### src/rtl/fpdiv_pkg.sv
// Shared encodings and controller state type for the scalar divider block.
package fpdiv_pkg;

   localparam logic [1:0] FMT_F16 = 2'b00;
   localparam logic [1:0] FMT_F32 = 2'b01;
   localparam logic [1:0] FMT_F64 = 2'b10;
   localparam logic [1:0] FMT_ILL = 2'b11;

   localparam logic [2:0] RM_RNE = 3'd0;
   localparam logic [2:0] RM_RTZ = 3'd1;
   localparam logic [2:0] RM_RDN = 3'd2;
   localparam logic [2:0] RM_RUP = 3'd3;
   localparam logic [2:0] RM_RMM = 3'd4;

   // fflags layout is {NV,DZ,OF,UF,NX}
   localparam int FFLAG_NV = 4;

   typedef enum logic [1:0] {IDLE, ISSUE, WAIT, RESP} fpdiv_ctrl_state_t;

endpackage

### src/rtl/fpdiv_req_rsp_ctrl.sv
// Single-outstanding issue/collect controller in front of fpdiv_scalar_r64:
// latches one request, drives the divider start/finish handshakes, returns a tagged response.
module fpdiv_req_rsp_ctrl
   import fpdiv_pkg::*;
#(
   parameter int          TAG_W   = 4,
   parameter int unsigned TIMEOUT = 255,
   parameter int          CNT_W   = 32
) (
   input  logic             clk,
   input  logic             rst,
   input  logic             flush_i,
   input  logic             req_valid_i,
   output logic             req_ready_o,
   input  logic [TAG_W-1:0] req_tag_i,
   input  logic [1:0]       req_fmt_i,
   input  logic [63:0]      req_opa_i,
   input  logic [63:0]      req_opb_i,
   input  logic [2:0]       req_rm_i,
   output logic             div_start_valid_o,
   input  logic             div_start_ready_i,
   output logic             div_flush_o,
   output logic [1:0]       div_fmt_o,
   output logic [63:0]      div_opa_o,
   output logic [63:0]      div_opb_o,
   output logic [2:0]       div_rm_o,
   input  logic             div_finish_valid_i,
   output logic             div_finish_ready_o,
   input  logic [63:0]      div_res_i,
   input  logic [4:0]       div_fflags_i,
   output logic             rsp_valid_o,
   input  logic             rsp_ready_i,
   output logic [TAG_W-1:0] rsp_tag_o,
   output logic [63:0]      rsp_res_o,
   output logic [4:0]       rsp_fflags_o,
   output logic             err_timeout_o,
   output logic [CNT_W-1:0] done_cnt_o
);

   fpdiv_ctrl_state_t state_q, state_d;
   logic [TAG_W-1:0]  tag_q, tag_d;
   logic [1:0]        fmt_q, fmt_d;
   logic [63:0]       opa_q, opa_d;
   logic [63:0]       opb_q, opb_d;
   logic [2:0]        rm_q, rm_d;
   logic [TAG_W-1:0]  rsp_tag_q, rsp_tag_d;
   logic [63:0]       rsp_res_q, rsp_res_d;
   logic [4:0]        rsp_fflags_q, rsp_fflags_d;
   logic              err_q, err_d;
   logic [CNT_W-1:0]  done_cnt_q, done_cnt_d;
   logic [31:0]       wait_cnt_q, wait_cnt_d;

   logic req_hs, start_hs, finish_hs, rsp_hs;

   // Flush masks every handshake so it wins over any transfer in the same cycle.
   assign div_flush_o        = flush_i;
   assign req_ready_o        = (state_q == IDLE)  && !flush_i;
   assign div_start_valid_o  = (state_q == ISSUE) && !flush_i;
   assign div_finish_ready_o = (state_q == WAIT)  && !flush_i;
   assign rsp_valid_o        = (state_q == RESP)  && !flush_i;

   assign req_hs    = req_valid_i        && req_ready_o;
   assign start_hs  = div_start_valid_o  && div_start_ready_i;
   assign finish_hs = div_finish_valid_i && div_finish_ready_o;
   assign rsp_hs    = rsp_valid_o        && rsp_ready_i;

   assign div_fmt_o     = fmt_q;
   assign div_opa_o     = opa_q;
   assign div_opb_o     = opb_q;
   assign div_rm_o      = rm_q;
   assign rsp_tag_o     = rsp_tag_q;
   assign rsp_res_o     = rsp_res_q;
   assign rsp_fflags_o  = rsp_fflags_q;
   assign err_timeout_o = err_q;
   assign done_cnt_o    = done_cnt_q;

   always_comb begin
      state_d      = state_q;
      tag_d        = tag_q;
      fmt_d        = fmt_q;
      opa_d        = opa_q;
      opb_d        = opb_q;
      rm_d         = rm_q;
      rsp_tag_d    = rsp_tag_q;
      rsp_res_d    = rsp_res_q;
      rsp_fflags_d = rsp_fflags_q;
      err_d        = err_q;
      done_cnt_d   = done_cnt_q;
      wait_cnt_d   = wait_cnt_q;

      case (state_q)
         IDLE: begin
            if (req_hs) begin
               tag_d = req_tag_i;
               fmt_d = req_fmt_i;
               opa_d = req_opa_i;
               opb_d = req_opb_i;
               rm_d  = req_rm_i;
               if (req_fmt_i == FMT_ILL) begin
                  // Illegal format is answered locally; the divider is never started.
                  rsp_tag_d    = req_tag_i;
                  rsp_res_d    = '0;
                  rsp_fflags_d = 5'b00001 << FFLAG_NV;
                  state_d      = RESP;
               end else begin
                  state_d = ISSUE;
               end
            end
         end
         ISSUE: begin
            if (start_hs) begin
               wait_cnt_d = '0;
               state_d    = WAIT;
            end
         end
         WAIT: begin
            if (wait_cnt_q != '1) begin
               wait_cnt_d = wait_cnt_q + 32'd1;
            end
            if ((TIMEOUT != 0) && !flush_i && (wait_cnt_d >= TIMEOUT)) begin
               err_d = 1'b1;
            end
            if (finish_hs) begin
               rsp_tag_d    = tag_q;
               rsp_res_d    = div_res_i;
               rsp_fflags_d = div_fflags_i;
               state_d      = RESP;
            end
         end
         RESP: begin
            if (rsp_hs) begin
               done_cnt_d = done_cnt_q + CNT_W'(1);
               state_d    = IDLE;
            end
         end
         default: state_d = IDLE;
      endcase

      if (flush_i) begin
         state_d = IDLE;
      end
   end

   always_ff @(posedge clk or posedge rst) begin
      if (rst) begin
         state_q      <= IDLE;
         tag_q        <= '0;
         fmt_q        <= '0;
         opa_q        <= '0;
         opb_q        <= '0;
         rm_q         <= '0;
         rsp_tag_q    <= '0;
         rsp_res_q    <= '0;
         rsp_fflags_q <= '0;
         err_q        <= 1'b0;
         done_cnt_q   <= '0;
         wait_cnt_q   <= '0;
      end else begin
         state_q      <= state_d;
         tag_q        <= tag_d;
         fmt_q        <= fmt_d;
         opa_q        <= opa_d;
         opb_q        <= opb_d;
         rm_q         <= rm_d;
         rsp_tag_q    <= rsp_tag_d;
         rsp_res_q    <= rsp_res_d;
         rsp_fflags_q <= rsp_fflags_d;
         err_q        <= err_d;
         done_cnt_q   <= done_cnt_d;
         wait_cnt_q   <= wait_cnt_d;
      end
   end

endmodule
### config.mk
export PLATFORM = sky130hd
export DESIGN_NAME = fpdiv_req_rsp_ctrl
export DESIGN_NICKNAME = d
export VERILOG_FILES = /design/src/rtl/fpdiv_pkg.sv /design/src/rtl/fpdiv_req_rsp_ctrl.sv
export SDC_FILE = /design/constraint.sdc
export NUM_CORES = 1
export LEC_CHECK = 0
export ABC_AREA = 1
export CAP_MARGIN = 30
export CORE_MARGIN = 3
export CORE_UTILIZATION = 37
export DETAILED_ROUTE_END_ITERATION = 10
export GPL_ROUTABILITY_DRIVEN = 0
export PLACE_DENSITY_LB_ADDON = 0.15
export SYNTH_ARGS = -nofsm -noshare
export SYNTH_HDL_FRONTEND = slang
export SYNTH_SLANG_ARGS = --single-unit
### constraint.sdc
create_clock -name clk -period 26.6 [get_ports clk]
set_clock_uncertainty 0.2 [all_clocks]
set_input_delay 3.99 -clock clk [delete_from_list [all_inputs] [get_ports clk]]
set_output_delay 3.99 -clock clk [all_outputs]
set_load 0.03 [all_outputs]
=== Word level (Yosys, flattened, before mapping) ===
Index checks and enable logic that the tools add are counted.
Widths: inputs -> output; s select.

* Equality and inequality tests: 13
* $lt $le $gt $ge: 1
* Shifts and indexed selects: 0
* Add/sub/neg operators: 2
* Multiplexer cells: 23
* Div/mod/pow operators: 0
* Bitwise logic cells: 0
* Reductions and logical operators: 19
* $mul: 0

{| class="wikitable"
|+ Operators by type and width
! kind !! count
|-
| $mux 64 || 3
|-
| $pmux 64 s2 || 1
|-
| $mux 32 || 3
|-
| $add 32x1->32 const B || 2
|-
| $pmux 32 s2 || 1
|-
| $ge 32x8->1 const B || 1
|-
| $ne 32x32->1 const B || 1
|-
| $mux 5 || 3
|-
| $mux 2 || 6
|-
| $mux 4 || 3
|-
| $ne 3x3->1 const B || 4
|-
| $pmux 5 s2 || 1
|-
| $logic_and 1x1->1 || 9
|-
| $pmux 2 s4 || 1
|-
| $pmux 4 s2 || 1
|-
| $reduce_and 2->1 || 4
|-
| $reduce_and 4->1 || 2
|-
| $eq 2x2->1 const B || 3
|-
| $ne 2x2->1 const B || 3
|-
| $reduce_bool 2->1 || 2
|-
| $eq 2x1->1 const B || 1
|-
| $logic_not 2->1 || 1
|-
| $ne 2x1->1 const B || 1
|-
| $logic_not 1->1 || 1
|}

* Register bits after elaboration: 277
* Memories: 0
* Bits in latches: 0
* RAM bits: 0
* Bits in read-only memories: 0
* Output and inout bits: 244

=== Longest topological paths before layout ===
Gate-level depths: netlist of the first run.

* Depth after elaboration: 6
* Depth in mapped cells: 14

=== Least setup slack after synthesis of the first run ===
No wires, ideal clock.

* Path kind: input port to output port
* Start point: input flush_i
* End point: output div_finish_ready_o
* Stages on the path: 2
* Required time: 22.410 ns
* Path slack: 17.819 ns
* Data arrival time: 4.591 ns
* Cell sequence: buf_6 -> nor2_1

* Word-level cells in the longest chain between the ends: 2

{| class="wikitable"
|+ Ends and longest elaborated chain
! element !! RTL line !! RTL
|-
| start: declaration || fpdiv_req_rsp_ctrl.sv:12 || <nowiki>input logic flush_i,</nowiki>
|-
| $logic_not 1->1 || fpdiv_req_rsp_ctrl.sv:59 || <nowiki>assign div_finish_ready_o = (state_q == WAIT) && !flush_i;</nowiki>
|-
| $logic_and 1x1->1 || fpdiv_req_rsp_ctrl.sv:59 ||
|-
| end: declaration || fpdiv_req_rsp_ctrl.sv:28 || <nowiki>output logic div_finish_ready_o,</nowiki>
|}

Every way passes these cells.

=== Final worst setup path of the first run ===
Ends and elaborated chain as after synthesis.

==> results of run 1 <==
-- flip-flops by register name (all words and copies together) (netlist names), 2 cells and up --
name / flops
div_fmt_o: 2
div_opa_o: 64
div_opb_o: 64
div_rm_o: 3
done_cnt_o: 32
rsp_fflags_o: 5
rsp_res_o: 64
rsp_tag_o: 4
state_q: 2
tag_q: 4
wait_cnt_q: 32
-- cell families after synthesis --
group,count (synthesis),synth area share [%]
adder cells (fa/ha/maj),6,0.603
buffers and inverters,127,4.32
AO/OA/AOI/OAI,139,5.97
XOR/XNOR,33,2.32
multiplexers,133,12.0
flip-flops,277,55.7
AND/OR/NAND/NOR,519,19.0
-- stage by stage --
stage | total power, mW | hold slack (ns)
after global placement | 1.69 | 0.252
after floorplan | 1.22 | 0.248
after CTS | 2.16 | 0.262
after detailed placement | 1.70 | 0.249
final | 2.13 | 0.268
after global routing | 2.23 | 0.289
-- critical path, cell delays in order --
cell             delay [ns]
clkdlybuf4s50_1        0.70
nor2_1                 0.46
clkdlybuf4s50_1        0.75
-- layout make-up --
| cell class | instances | area (um^2) |
|---|---|---|
| timing repair buffer | 463 | 4640 |
| clock inverter | 4 | 42.5 |
| antenna | 2 | 5.00 |
| multi-input combinational | 830 | 5010 |
| sequential | 277 | 6930 |
| inverter | 71 | 274 |
| tap | 442 | 553 |
| clock buffer | 52 | 1020 |
| fill | 2949 | 14400 |
-- final timing paths --
path                                from                  to  cells past startpoint
setup reg to reg              state_q[0]       wait_cnt_q[7]                      8
hold / removal             err_timeout_o       err_timeout_o                      2
min in group asynchronous            rst       div_opa_o[55]                      2
hold reg to reg            err_timeout_o       err_timeout_o                      2
setup / recovery                 flush_i  div_finish_ready_o                      3
max in group asynchronous            rst        rsp_res_o[1]                      3
-- synthesized netlist by cell type (3+ instances only) --
master,count,area share (%)
dfrtp_1,277,56
xor2_1,26,1.8
nor2_4,5,0.45
nor2_8,3,0.48
nand2_2,6,0.30
nor2_2,11,0.55
clkbuf_1,23,0.69
buf_4,4,0.24
mux2_2,133,12
o21a_1,4,0.24
nand3_2,3,0.24
nand3_1,108,4.3
nor4_1,4,0.20
a21oi_1,5,0.20
inv_2,3,0.091
o21ai_0,116,4.7
ha_1,6,0.60
inv_1,67,2.0
nand4_1,5,0.25
nor3_1,5,0.20
nor2_1,78,2.4
xnor2_1,7,0.49
buf_6,3,0.27
buf_1,7,0.21
buf_2,18,0.72
nand2_1,280,8.4
-- power breakdown --
group	internal, mW	switching, mW	total (mW)
combinational	0.418	0.593	1.01
sequential	0.589	0.0878	0.677
clock	0.265	0.178	0.442
total	1.27	0.859	2.13
-- layer usage --
| metal | global-route usage [%] | routed length [um] |
|---|---|---|
| met5 | 0 | 69 |
| met4 | 6.91 | 1290 |
| met3 | 7.87 | 3420 |
| met2 | 38.6 | 20700 |
| met1 | 27.7 | 16200 |
-- cells in the final DEF, fill, tap and decap left out, drive strengths merged, types with 4 or more instances in the layout --
cell / n
a21oi: 7
buf: 7
clkbuf: 52
clkdlybuf4s50: 456
dfrtp: 277
ha: 6
inv: 73
mux2: 133
nand2: 288
nand3: 112
nand4: 8
nor2: 97
nor3: 7
nor4: 5
o21a: 4
o21ai: 119
xnor2: 7
xor2: 26
==> out/results.ini, run 1 <==
[floorplan]
die-area_um2 = 35900
ios = 457
dieWidth_um = 189
die_h_um = 189
start_util_pct = 37.9
row_count = 66
core_area_um2 = 32900

[power_and_ir_drop]
power.density_nw_per_um2 = 115
vdd_drop_max_mv = 0.0939
power.leakage_nw = 8.20

[min_path]
holdCritPathClass = reg -> reg

[worst_setup_path]
cp_max_fo = 10
reg2reg_slack_ns = 22.65
worstPathRequired_ns = 22.41
arrival_ns = 5.91
worstSetupStartpointType = primary input
crit_type = in -> out
end_kind = output pin

[drt]
avgRoutedWirePerCell_um = 19.5
ant_nets = 0
drtIter0Drc = 469
drt_wl_total_um = 41700
vias = 10500
drt-pass1-iter-count = 5
drc = 0
via_per_inst = 4.92

[placement]
io_buffers = 456
dp_slack_ns = 16.51
dp_hpwl_um = 30900
dp_cells = 2083
place_area_um2 = 17400

[clock_network]
insertion_delay_ns = 0.50
cts_made_buffers = 34
clkSlewWorstSetupHoldPaths_ns = 0.05
clk_path_buf_depth = 3
tritoncts = built
cts-root-buf = clkbuf_16
cts_setup_buffers = 0
h-tree-depth = 2
cts_hold_buf = 0
cts_sinks = 277
cts_resized = 0

[global_route]
grt_pass1_vias = 10800
grt_pass1_wl_um = 63500
grt_overflow = 0
grt_max_degree = 168
grt_use_total_pct = 22.8
grt_antenna_before_repair = 7

[timing]
grt_setup_unrepaired = false
layout_setup_ws_ns = 16.50
tns_ns = 0
hold_viol_final = 0
fmax_mhz = 99.0
setup_viol = 0
period_minus_slack_ns = 10.10
tightest_slew_ns = 1.00
slew_headroom_pct = 33.0
drv_slew = 0
final.period_utilization_pct = 38.0

[run_status]
status = completed

[logic_synthesis]
synth_area_um2 = 12400
synth_ff_type = dfrtp_1
synth_seq_cells = 277
synth_edf_count = 0
ys_warn_count = 0
async_flop_share_pct = 100
synth_cell_type_count = 44
synth_seq_area_share_pct = 55.7
avgSynthCellArea_um2 = 10.1
netlist_instances = 1234
synth_nets = 1453

[finish]
nets = 1896
area_growth_pct = 48.5
postLayoutCellArea_um2 = 18500
fin_util_pct = 56.2
drive_gt1_share_pct = 13.8
final_cells = 2141

[run]
max-cap-violations = 0

Power figures use the tool's default switching activity.
==> run 2: changes to the inputs <==
clock period = 9.7 ns   (was 26.6 ns; I/O delays follow)
==> out/results.ini, run 2 (same netlist as run 1, synthesis figures left out) <==
[drt]
avgRoutedWirePerCell_um = 19.8  ; was 19.5 um
drtIter0Drc = 602  ; was 469
ant_nets = 0  ; unchanged
via_per_inst = 4.91  ; was 4.92
drc = 0  ; unchanged
drt_wl_total_um = 42400  ; was 41700 um
vias = 10500  ; about the same
drt-pass1-iter-count = 5  ; unchanged

[power_and_ir_drop]
power.density_nw_per_um2 = 314  ; was 115 nW/um^2
switching_share_pct = 40.7  ; was 40.3%
p_sw_mw = 2.35  ; was 859 uW
clkPwrFrac_pct = 19.8  ; was 20.8%
vdd_drop_max_mv = 0.221  ; was 0.0939 mV
pwr-share-seq_pct = 32.3  ; was 31.8%
p_int_mw = 3.42  ; was 1.27 mW
comb_power_share_pct = 48.0  ; was 47.5%
power.leakage_nw = 8.15  ; was 8.20 nW

[worst_setup_path]
crit_type = in -> out  ; unchanged
worstSetupStartpointType = primary input  ; unchanged
worstPathRequired_ns = 8.05  ; was 22.41 ns
arrival_ns = 3.38  ; was 5.91 ns
end_kind = output pin  ; unchanged
cp_max_fo = 10  ; unchanged

[finish]
final_cells = 2136  ; was 2141
area_growth_pct = 47.6  ; was 48.5%
nets = 1892  ; was 1896
layout_common_cells = 456 x clkdlybuf4s50_1, 280 x nand2_1, 277 x dfrtp_1, 133 x mux2_2, 116 x o21ai_0  ; unchanged
layout_commonest_cell = clkdlybuf4s50_1  ; unchanged
nFillCells = 2982  ; was 2949
drive_gt1_share_pct = 13.8  ; about the same

[global_route]
grt_pass1_vias = 10700  ; was 10800
grt_use_total_pct = 22.8  ; about the same
grt_pass1_wl_um = 63600  ; was 63500 um
grt_overflow = 0  ; unchanged
grt_antenna_before_repair = 7  ; unchanged
grt_max_degree = 170  ; was 168

[min_path]
holdCritPathClass = reg -> reg  ; unchanged

[floorplan]
row_count = 66  ; unchanged
die_h_um = 189  ; unchanged
ios = 457  ; unchanged
dieWidth_um = 189  ; unchanged
die-area_um2 = 35900  ; unchanged
start_util_pct = 37.9  ; unchanged
core_area_um2 = 32900  ; unchanged

[timing]
hold_viol_final = 0  ; unchanged
slew_headroom_pct = 34.7  ; was 33.0%
layout_setup_ws_ns = 4.67  ; was 16.50 ns
setup_viol = 0  ; unchanged
drv_slew = 0  ; unchanged
tightest_slew_ns = 0.977  ; was 1.00 ns
tns_ns = 0  ; unchanged
grt_setup_unrepaired = false  ; unchanged
final.period_utilization_pct = 51.9
fmax_mhz = 199
period_minus_slack_ns = 5.03

[clock_network]
cts_made_buffers = 31  ; was 34
cts_hold_buf = 0  ; unchanged
cts_resized = 0  ; unchanged
clk_path_buf_depth = 3  ; unchanged
insertion_delay_ns = 0.57  ; was 0.50 ns
cts_sinks = 277  ; unchanged
cts_setup_buffers = 0  ; unchanged
h-tree-depth = 1  ; was 2
cts-root-buf = clkbuf_16  ; unchanged
tritoncts = built  ; unchanged
clkSlewWorstSetupHoldPaths_ns = 0.06  ; was 0.05 ns

[placement]
dp_cells = 2082  ; was 2083
dp_hpwl_um = 31400  ; was 30900 um
io_buffers = 456  ; unchanged
dp_slack_ns = 4.08  ; was 16.51 ns

[run_status]
status = completed  ; unchanged

[run]
max-cap-violations = 0  ; unchanged

[run 2: changes by cell type in the layout (fill, tap and decap cells not counted), sizes merged]
cell / change
diode: +1
inv: -2
clkinvlp: +1
bufinv: +1
buf: -1
clkinv: +4
clkbuf: -9
[run 2: path summary, 6_finish.rpt]
kind | cells past startpoint | slack, ns | to | startpoint
max | 3 | 4.67 | req_ready_o | flush_i
min | 1 | 0.27 | done_cnt_o[31] | done_cnt_o[31]
max reg2reg | 12 | 5.69 | rsp_fflags_o[4] | state_q[0]
min reg2reg | 1 | 0.27 | done_cnt_o[31] | done_cnt_o[31]
max in group asynchronous | 3 | 6.67 | rsp_res_o[34] | rst
min in group asynchronous | 2 | 1.21 | div_opa_o[33] | rst
[run 2: stage by stage]
| step | hold slack [ns] | total power, mW | utilization (%) | instance area (um^2) |
|---|---|---|---|---|
| after CTS | 0.271 | 5.84 | 55.9 | 18400 |
| after detailed placement | 0.254 | 4.66 | 52.9 | 17400 |
| after floorplan | 0.248 | 3.35 | - | 12400 |
| after global placement | 0.247 | 4.64 | 52.9 | 17400 |
| after global routing | 0.312 | 6.04 | 55.9 | 18400 |
| final | 0.269 | 5.77 | 55.9 | 18400 |
[run 2: cell type report]
class	count	area [um^2]	share of cell area [%]
tap	442	553	3.01
clock inverter	8	71.3	0.388
clock buffer	43	901	4.90
multi-input combinational	830	5010	27.3
sequential	277	6930	37.7
timing repair buffer	462	4620	25.2
inverter	71	274	1.49
antenna	3	7.51	0.0409
[run 2: power groups by stage]
| stage | registers, mW | logic (mW) | clock network (mW) |
|---|---|---|---|
| global placement | 1.85 | 2.78 | 0 |
| floorplan | 2.74 | 0.606 | 0 |
| detailed placement | 1.87 | 2.79 | 0 |
| CTS | 1.86 | 2.80 | 1.17 |
| global route | 1.92 | 2.90 | 1.21 |
| finish | 1.86 | 2.77 | 1.14 |
[run 2: per-layer routing]
metal  vias up  GRT usage (%)  share of wire (%)
li1       4964              -                  -
met1      5148           26.9                 38
met2       322           39.4                 50
met3        58           8.28                8.6
met4         6           5.77                2.7
met5         -              0               0.13
[run 2: critical path, cell delays in order]
cell,delay [ns]
clkdlybuf4s50_1,0.70
nor2_2,0.40
clkdlybuf4s50_1,0.80
